`config.mk`:
```
export PLATFORM = sky130hd
export DESIGN_NAME = multicycle_control
export DESIGN_NICKNAME = d
export VERILOG_FILES = /design/src/rtl/multicycle_control.sv
export SDC_FILE = /design/constraint.sdc
export NUM_CORES = 1
export LEC_CHECK = 0
export ABC_AREA = 1
export ABC_CLOCK_PERIOD_IN_PS = 2740
export BUFFER_PORTS_ARGS = -buffer_cell sky130_fd_sc_hd__buf_2
export CAP_MARGIN = 15
export CORE_ASPECT_RATIO = 0.75
export CORE_UTILIZATION = 25
export CTS_BUF_LIST = sky130_fd_sc_hd__clkbuf_16
export DETAILED_ROUTE_END_ITERATION = 6
export PLACE_DENSITY = 0.4
export SLEW_MARGIN = 10
export SYNTH_ARGS = -nofsm -noshare
export SYNTH_HDL_FRONTEND = slang
export SYNTH_SLANG_ARGS = --single-unit
```
`constraint.sdc`:
```
create_clock -name clk -period 2.74 [get_ports clk]
set_input_delay 0.274 -clock clk [delete_from_list [all_inputs] [get_ports clk]]
set_output_delay 0.274 -clock clk [all_outputs]
set_load 0.1 [all_outputs]
```
`src/rtl/multicycle_control.sv`:
```
// Multi-cycle RISC-V main control FSM: sequences fetch/decode/execute/memory/writeback,
// stalls on mem_ready, traps on unsupported opcodes and counts retired instructions.
module multicycle_control #(
    parameter int          ALUOP_W   = 3,
    parameter int          CNT_W     = 32,
    parameter logic [6:0]  OP_LOAD   = 7'b0000011,
    parameter logic [6:0]  OP_STORE  = 7'b0100011,
    parameter logic [6:0]  OP_RTYPE  = 7'b0110011,
    parameter logic [6:0]  OP_ITYPE  = 7'b0010011,
    parameter logic [6:0]  OP_BRANCH = 7'b1100011
) (
    input  logic               clk,
    input  logic               reset,
    input  logic [6:0]         opcode,
    input  logic               mem_ready,
    output logic               pc_write,
    output logic               branch,
    output logic               ir_write,
    output logic               i_or_d,
    output logic               mem_read,
    output logic               mem_write,
    output logic               mem_to_reg,
    output logic               reg_write,
    output logic [1:0]         alu_src_a,
    output logic [1:0]         alu_src_b,
    output logic [ALUOP_W-1:0] alu_op,
    output logic [3:0]         state,
    output logic               illegal,
    output logic               retire,
    output logic [CNT_W-1:0]   retired_cnt
);

    typedef enum logic [3:0] {
        S_FETCH  = 4'd0,
        S_DECODE = 4'd1,
        S_MEMADR = 4'd2,
        S_MEMRD  = 4'd3,
        S_MEMWB  = 4'd4,
        S_MEMWR  = 4'd5,
        S_EXR    = 4'd6,
        S_EXI    = 4'd7,
        S_ALUWB  = 4'd8,
        S_BRANCH = 4'd9,
        S_TRAP   = 4'd10
    } state_t;

    state_t           state_q, state_d;
    logic [CNT_W-1:0] cnt_q, cnt_d;

    always_ff @(posedge clk) begin
        if (reset) begin
            state_q <= S_FETCH;
            cnt_q   <= '0;
        end else begin
            state_q <= state_d;
            cnt_q   <= cnt_d;
        end
    end

    always_comb begin
        state_d    = state_q;
        pc_write   = 1'b0;
        branch     = 1'b0;
        ir_write   = 1'b0;
        i_or_d     = 1'b0;
        mem_read   = 1'b0;
        mem_write  = 1'b0;
        mem_to_reg = 1'b0;
        reg_write  = 1'b0;
        alu_src_a  = 2'b00;
        alu_src_b  = 2'b00;
        alu_op     = '0;
        illegal    = 1'b0;
        retire     = 1'b0;
        unique case (state_q)
            S_FETCH: begin
                mem_read  = 1'b1;
                alu_src_b = 2'b01;
                ir_write  = mem_ready;
                pc_write  = mem_ready;
                if (mem_ready) state_d = S_DECODE;
            end
            S_DECODE: begin
                // Branch target computed speculatively into ALUOut here.
                alu_src_b = 2'b10;
                if (opcode == OP_LOAD || opcode == OP_STORE) state_d = S_MEMADR;
                else if (opcode == OP_RTYPE)                 state_d = S_EXR;
                else if (opcode == OP_ITYPE)                 state_d = S_EXI;
                else if (opcode == OP_BRANCH)                state_d = S_BRANCH;
                else                                         state_d = S_TRAP;
            end
            S_MEMADR: begin
                alu_src_a = 2'b01;
                alu_src_b = 2'b10;
                state_d   = (opcode == OP_LOAD) ? S_MEMRD : S_MEMWR;
            end
            S_MEMRD: begin
                mem_read = 1'b1;
                i_or_d   = 1'b1;
                if (mem_ready) state_d = S_MEMWB;
            end
            S_MEMWB: begin
                reg_write  = 1'b1;
                mem_to_reg = 1'b1;
                retire     = 1'b1;
                state_d    = S_FETCH;
            end
            S_MEMWR: begin
                mem_write = 1'b1;
                i_or_d    = 1'b1;
                retire    = mem_ready;
                if (mem_ready) state_d = S_FETCH;
            end
            S_EXR: begin
                alu_src_a = 2'b01;
                alu_op    = ALUOP_W'(3'b010);
                state_d   = S_ALUWB;
            end
            S_EXI: begin
                alu_src_a = 2'b01;
                alu_src_b = 2'b10;
                alu_op    = ALUOP_W'(3'b011);
                state_d   = S_ALUWB;
            end
            S_ALUWB: begin
                reg_write = 1'b1;
                retire    = 1'b1;
                state_d   = S_FETCH;
            end
            S_BRANCH: begin
                alu_src_a = 2'b01;
                alu_op    = ALUOP_W'(3'b001);
                branch    = 1'b1;
                retire    = 1'b1;
                state_d   = S_FETCH;
            end
            S_TRAP: begin
                illegal = 1'b1;
            end
            default: state_d = S_TRAP;
        endcase
        // Reset must block every side effect of the aborted instruction.
        if (reset) begin
            pc_write   = 1'b0;
            branch     = 1'b0;
            ir_write   = 1'b0;
            i_or_d     = 1'b0;
            mem_read   = 1'b0;
            mem_write  = 1'b0;
            mem_to_reg = 1'b0;
            reg_write  = 1'b0;
            alu_src_a  = 2'b00;
            alu_src_b  = 2'b00;
            alu_op     = '0;
            illegal    = 1'b0;
            retire     = 1'b0;
        end
        cnt_d = retire ? cnt_q + CNT_W'(1) : cnt_q;
    end

    assign state       = state_q;
    assign retired_cnt = cnt_q;

endmodule

```
==> Word level (Yosys, flattened, before mapping) <==
Index checks and enable logic that the tools add are counted.
{ "totals": {"ff_bits": 36, "elab_cells": 65, "out_inout_bits": 53, "latch_bits": 0, "input_bits": 10, "mem_bits_rw": 0, "n_memories": 0, "romBits": 0} }
{ "op_classes": {"bitwise": 1, "n_mux": 33, "magnitude_cmp": 0, "n_mul": 0, "n_reduce_logical": 10, "eq_ne": 18, "n_div": 0, "add_sub_neg": 1, "n_shift": 0} }
{ "ops": {"columns": ["op", "n"], "rows": [
  ["32-bit by 1-bit adder with 32-bit output, second input constant", 1],
  ["4-bit one-hot mux with 8 select lines", 1],
  ["4-bit two-way mux", 6],
  ["1-bit two-way mux", 18],
  ["4-bit by 3-bit == test with 1-bit output, second input constant", 4],
  ["7-bit by 6-bit == test with 1-bit output, second input constant", 2],
  ["4-bit == test, second input constant", 3],
  ["4-bit by 2-bit == test with 1-bit output, second input constant", 2],
  ["2-bit OR reduction", 4],
  ["7-bit by 2-bit == test with 1-bit output, second input constant", 1],
  ["7-bit by 5-bit == test with 1-bit output, second input constant", 1],
  ["7-bit == test, second input constant", 1],
  ["2-bit two-way mux", 3],
  ["3-bit two-way mux", 2],
  ["2-bit inequality test, second input constant", 3],
  ["2-bit one-hot mux with 3 select lines", 1],
  ["3-bit OR reduction", 2],
  ["4-bit by 1-bit == test with 1-bit output, second input constant", 1],
  ["4-bit zero test", 1],
  ["2-bit one-hot mux with 2 select lines", 1],
  ["4-bit AND reduction", 1],
  ["4-bit OR reduction", 1],
  ["1-bit one-hot mux with 2 select lines", 1],
  ["1-bit logical OR", 1],
  ["1-bit inverter", 1]
]} }

==> Logic depth before layout (Yosys ltp) <==
{ "logic_depth": {"ltp_word": 6, "ltp_mapped": 12, "depth_no_buf": 10} }

==> Worst setup path before layout <==
No wires, ideal clock.
{ "synth_timing": {"path_type": "reg-to-output", "from": "register state_q[2], in the netlist state[2]", "to": "output mem_to_reg", "t_required_ns": 2.466, "path_stages_with_launch": 3, "arrival_ns": 4.116, "path_buffers": 0, "setup_slack_ns": -1.650, "path_cell_list": "dfxtp_1 nand2_1 nor4_1"} }
{ "synth_between": {"elab_chain_len": 3} }
{ "synth_lines": {"columns": ["element", "line_no", "text"], "rows": [
  ["from (decl)", "47", "state_t state_q, state_d;"],
  ["from (signal assigned)", "55", "state_q <= state_d;"],
  ["4-bit by 3-bit == test with 1-bit output", "75", "unique case (state_q)"],
  ["1-bit two-way mux", "75", null],
  ["1-bit two-way mux", "143", "if (reset) begin"],
  ["to (decl)", "22", "output logic mem_to_reg,"]
]} }
No other way between the ends.

==> Final worst setup path <==
{ "layout_timing": {"from": "register state_q[0], in the netlist state[0]", "to": "output retire"} }
{ "layout_between": {"elab_chain_len": 4, "word_cells_on_any_way": 7, "cone_classes": "eq/ne (4); mux (2); reduce/logical (1)"} }
{ "layout_lines": {"columns": ["element", "line_no", "text"], "rows": [
  ["4-bit == test or 4-bit by 3-bit == test with 1-bit output (tied branches)", "75", null],
  ["3-bit OR reduction (no line)", null, null],
  ["1-bit one-hot mux with 2 select lines (*)", "75", null],
  ["1-bit two-way mux (*)", "143", null],
  ["to (decl)", "29", "output logic retire,"]
]} }
Mark *: on every way between the ends. The rest lies on a longest branch, timed or not.

==> results.yml <==
status:
  outcome: "completed"
synthesis:
  synth-seq-cells: 36
  synth_top_area_cell: "dfxtp_1"
  synth_mux_area_frac: 0
  synth_top_family_by_area: "simple AND/OR/NAND/NOR gates"
  synth_compound_area_frac: 0.0720
  netlist.area_leader.share: 0.307
  synth_xor_area_frac: 0.0261
  yosysSeqAreaShare: 0.307
  yosys-top-cells-area: "dfxtp_1 31%, nand2_1 16%, nor2_1 15%"
  syn_area_per_cell_um2: 5.91
  synthCells: 397
  syn_area_mm2: 0.00235
  synthAdderAreaFrac: 0.00533
  synthSimpleGateAreaFrac: 0.465
  synth.distinct_cells: 31
  yosysWarnings: 0
floorplan:
  die_area_mm2: 0.00978
  pin_count: 63
  die_x_um: 114
  core_area_mm2: 0.00908
  rows: 30
  start_util: 0.258
  dieHeight_um: 85.9
global_routing:
  grt_pass1_vias: 2241
  overflow: 0
  grt_max_degree: 28
  antenna_found_initial: 0
  grt_pass1_wl_um: 11400
  grt_util_all_layers: 0.150
pwr:
  p_per_area_mw_per_mm2: 809
  switching_share: 0.543
  vdd_drop_max_mv: 0.392
  p_switching_mw: 1.29
  power.leakage_nw: 1.36
  seq_power_share: 0.264
  p_int_mw: 1.08
  power.clock.fraction: 0.236
  power_mw: 2.37
  combPwrFrac: 0.500
worst_setup_path:
  worstSetupPathType: "register to primary output"
  worst_setup_path_start_kind: "register"
  required_ns: 2.47
  cp-end-kind: "primary output"
  arrival_ns: 2.06
  crit_path_max_fanout: 19
  crit_chain: "inv_2, nor2_2, nand2_2, nand3_2, nand2_1, inv_1, buf_2"
  slowest_stage: "dfxtp_1"
  cpPeakStageDelay_ns: 0.54
sta:
  fin_crit_sh: 0.854
  tns_ns: 0
  final-max-slew-violation-count: 0
  rsz0062_at_grt: "false"
  max_freq_ghz: 0.428
  fin_hold_ws_ns: 0.360
  setup_viol: 0
  hold_viol: 0
  clock_skew_ns: 0.00874
  period_needed_ns: 2.34
  setup_ws_ns: 0.401
detailed_routing:
  drt-total-wl_um: 7150
  vias_per_cell: 4.38
  drt-initial-drc-count: 139
  ant_nets: 0
  drc: 0
  vias: 2556
  wl_per_cell_um: 12.3
  first_pass_iters: 4
clock_tree:
  clk_latency_ns: 0.28
  cts_resized: 0
  cts_buffers: 5
  postCtsSetupRepairBufs: 0
  cts_max_level: 2
  clock_sinks: 36
  path_clk_slew_ns: 0.06
  cts_root_buf: "clkbuf_16"
  cts_tree: "built"
  postCtsHoldBufs: 0
  ctsLongestPathBuffers: 2
layout:
  drive_gt1_frac: 0.213
  antenna_cells: 0
  nets: 465
  area_growth_pct: 24.7
  post-route-util: 0.322
place:
  numPortBuffers: 60
  dp_hpwl_um: 5620
  place.gp.congestion: 0.813
  pre_cts_ws_ns: 0.698
hold_path:
  hold_class: "input pin to register"
job:
  drv_cap: 0
final timing paths:
check / from / to / slack [ns] / depth (start not counted)
setup / recovery: state[0] / retire / 0.40 / 7
hold / removal: opcode[6] / state[3] / 0.36 / 5
setup reg to reg: state[0] / retired_cnt[19] / 0.72 / 10
hold reg to reg: retired_cnt[31] / retired_cnt[31] / 0.51 / 2
cells by family (layout without fill, tap and decap cells):
logic type	Yosys count	after routing
AO/OA/AOI/OAI	31	31
XOR/XNOR	7	7
adder cells (fa/ha/maj)	1	1
buffers and inverters	65	122
flip-flops	36	36
other	1	2
AND/OR/NAND/NOR	256	256
layout make-up:
| type | count | area (um2) |
|---|---|---|
| inverters | 51 | 194 |
| fillers | 1049 | 6160 |
| flip-flops and latches | 36 | 721 |
| multi-input cells | 297 | 1390 |
| clock buffers | 5 | 125 |
| repair buffers | 63 | 323 |
| clock inverters | 3 | 13.8 |
| well taps | 128 | 160 |
power groups by stage:
stage | clock, mW | combinational (mW) | sequential, mW
after floorplan | 0 | 0.864 | 0.833
after detailed placement | 0 | 1.19 | 0.637
after CTS | 0.576 | 1.19 | 0.625
after global routing | 0.602 | 1.25 | 0.631
after global placement | 0 | 1.20 | 0.636
final | 0.560 | 1.18 | 0.625
sequential cells by signal (all words and copies together) (netlist names):
name         cells
state            4
retired_cnt     32
cell usage after synthesis:
| cell type | n |
|---|---|
| nand3_1 | 34 |
| nand2_2 | 2 |
| nand3b_1 | 1 |
| inv_1 | 46 |
| conb_1 | 1 |
| o21bai_1 | 1 |
| clkbuf_1 | 4 |
| nor3_2 | 3 |
| buf_1 | 1 |
| inv_4 | 1 |
| xor2_1 | 6 |
| o21bai_2 | 1 |
| nand4_1 | 10 |
| nand3_2 | 1 |
| nand2_1 | 98 |
| nor2_2 | 4 |
| a21oi_1 | 15 |
| o21ai_0 | 10 |
| buf_6 | 2 |
| buf_4 | 7 |
| o21ai_1 | 1 |
| o31ai_1 | 1 |
| nor3_1 | 6 |
| nor2_1 | 93 |
| nor3b_1 | 2 |
| nor4_1 | 2 |
| ha_1 | 1 |
| dfxtp_1 | 36 |
| inv_2 | 4 |
| a31oi_1 | 2 |
| xnor2_1 | 1 |
worst max-delay path: cells and delay by family (launching register included):
kind / cells / cell delay, ns
buffers and inverters: 3 / 0.58
DFF: 1 / 0.54
and+or+nand+nor: 4 / 0.65
placed cells by master, fill, tap and decap left out, drive strengths merged:
| cell | instances |
|---|---|
| nor3b | 2 |
| nor2 | 97 |
| nand3b | 1 |
| nand3 | 35 |
| nand4 | 10 |
| a31oi | 2 |
| dfxtp | 36 |
| o21bai | 2 |
| a21oi | 15 |
| conb | 2 |
| o31ai | 1 |
| clkinv | 3 |
| clkbuf | 5 |
| buf | 63 |
| xnor2 | 1 |
| nor4 | 2 |
| nand2 | 100 |
| xor2 | 6 |
| ha | 1 |
| inv | 51 |
| o21ai | 11 |
| nor3 | 9 |
through the flow:
| step | instance area, um2 | instances |
|---|---|---|
| after floorplan | 2400 | 398 |
| final | 2930 | 583 |
| after detailed placement | 2790 | 575 |
| after CTS | 2930 | 583 |
| after global placement | 2790 | 575 |
| after global routing | 2930 | 583 |
per-layer routing:
layer  track usage  wire (um)  up-vias
met5             0          0        -
met4        0.0319         56        0
met3        0.0311        324        4
met2         0.210       2780       61
met1         0.232       3990     1121
li1              -          -     1370
No activity file was read; power rests on OpenSTA's default activity.
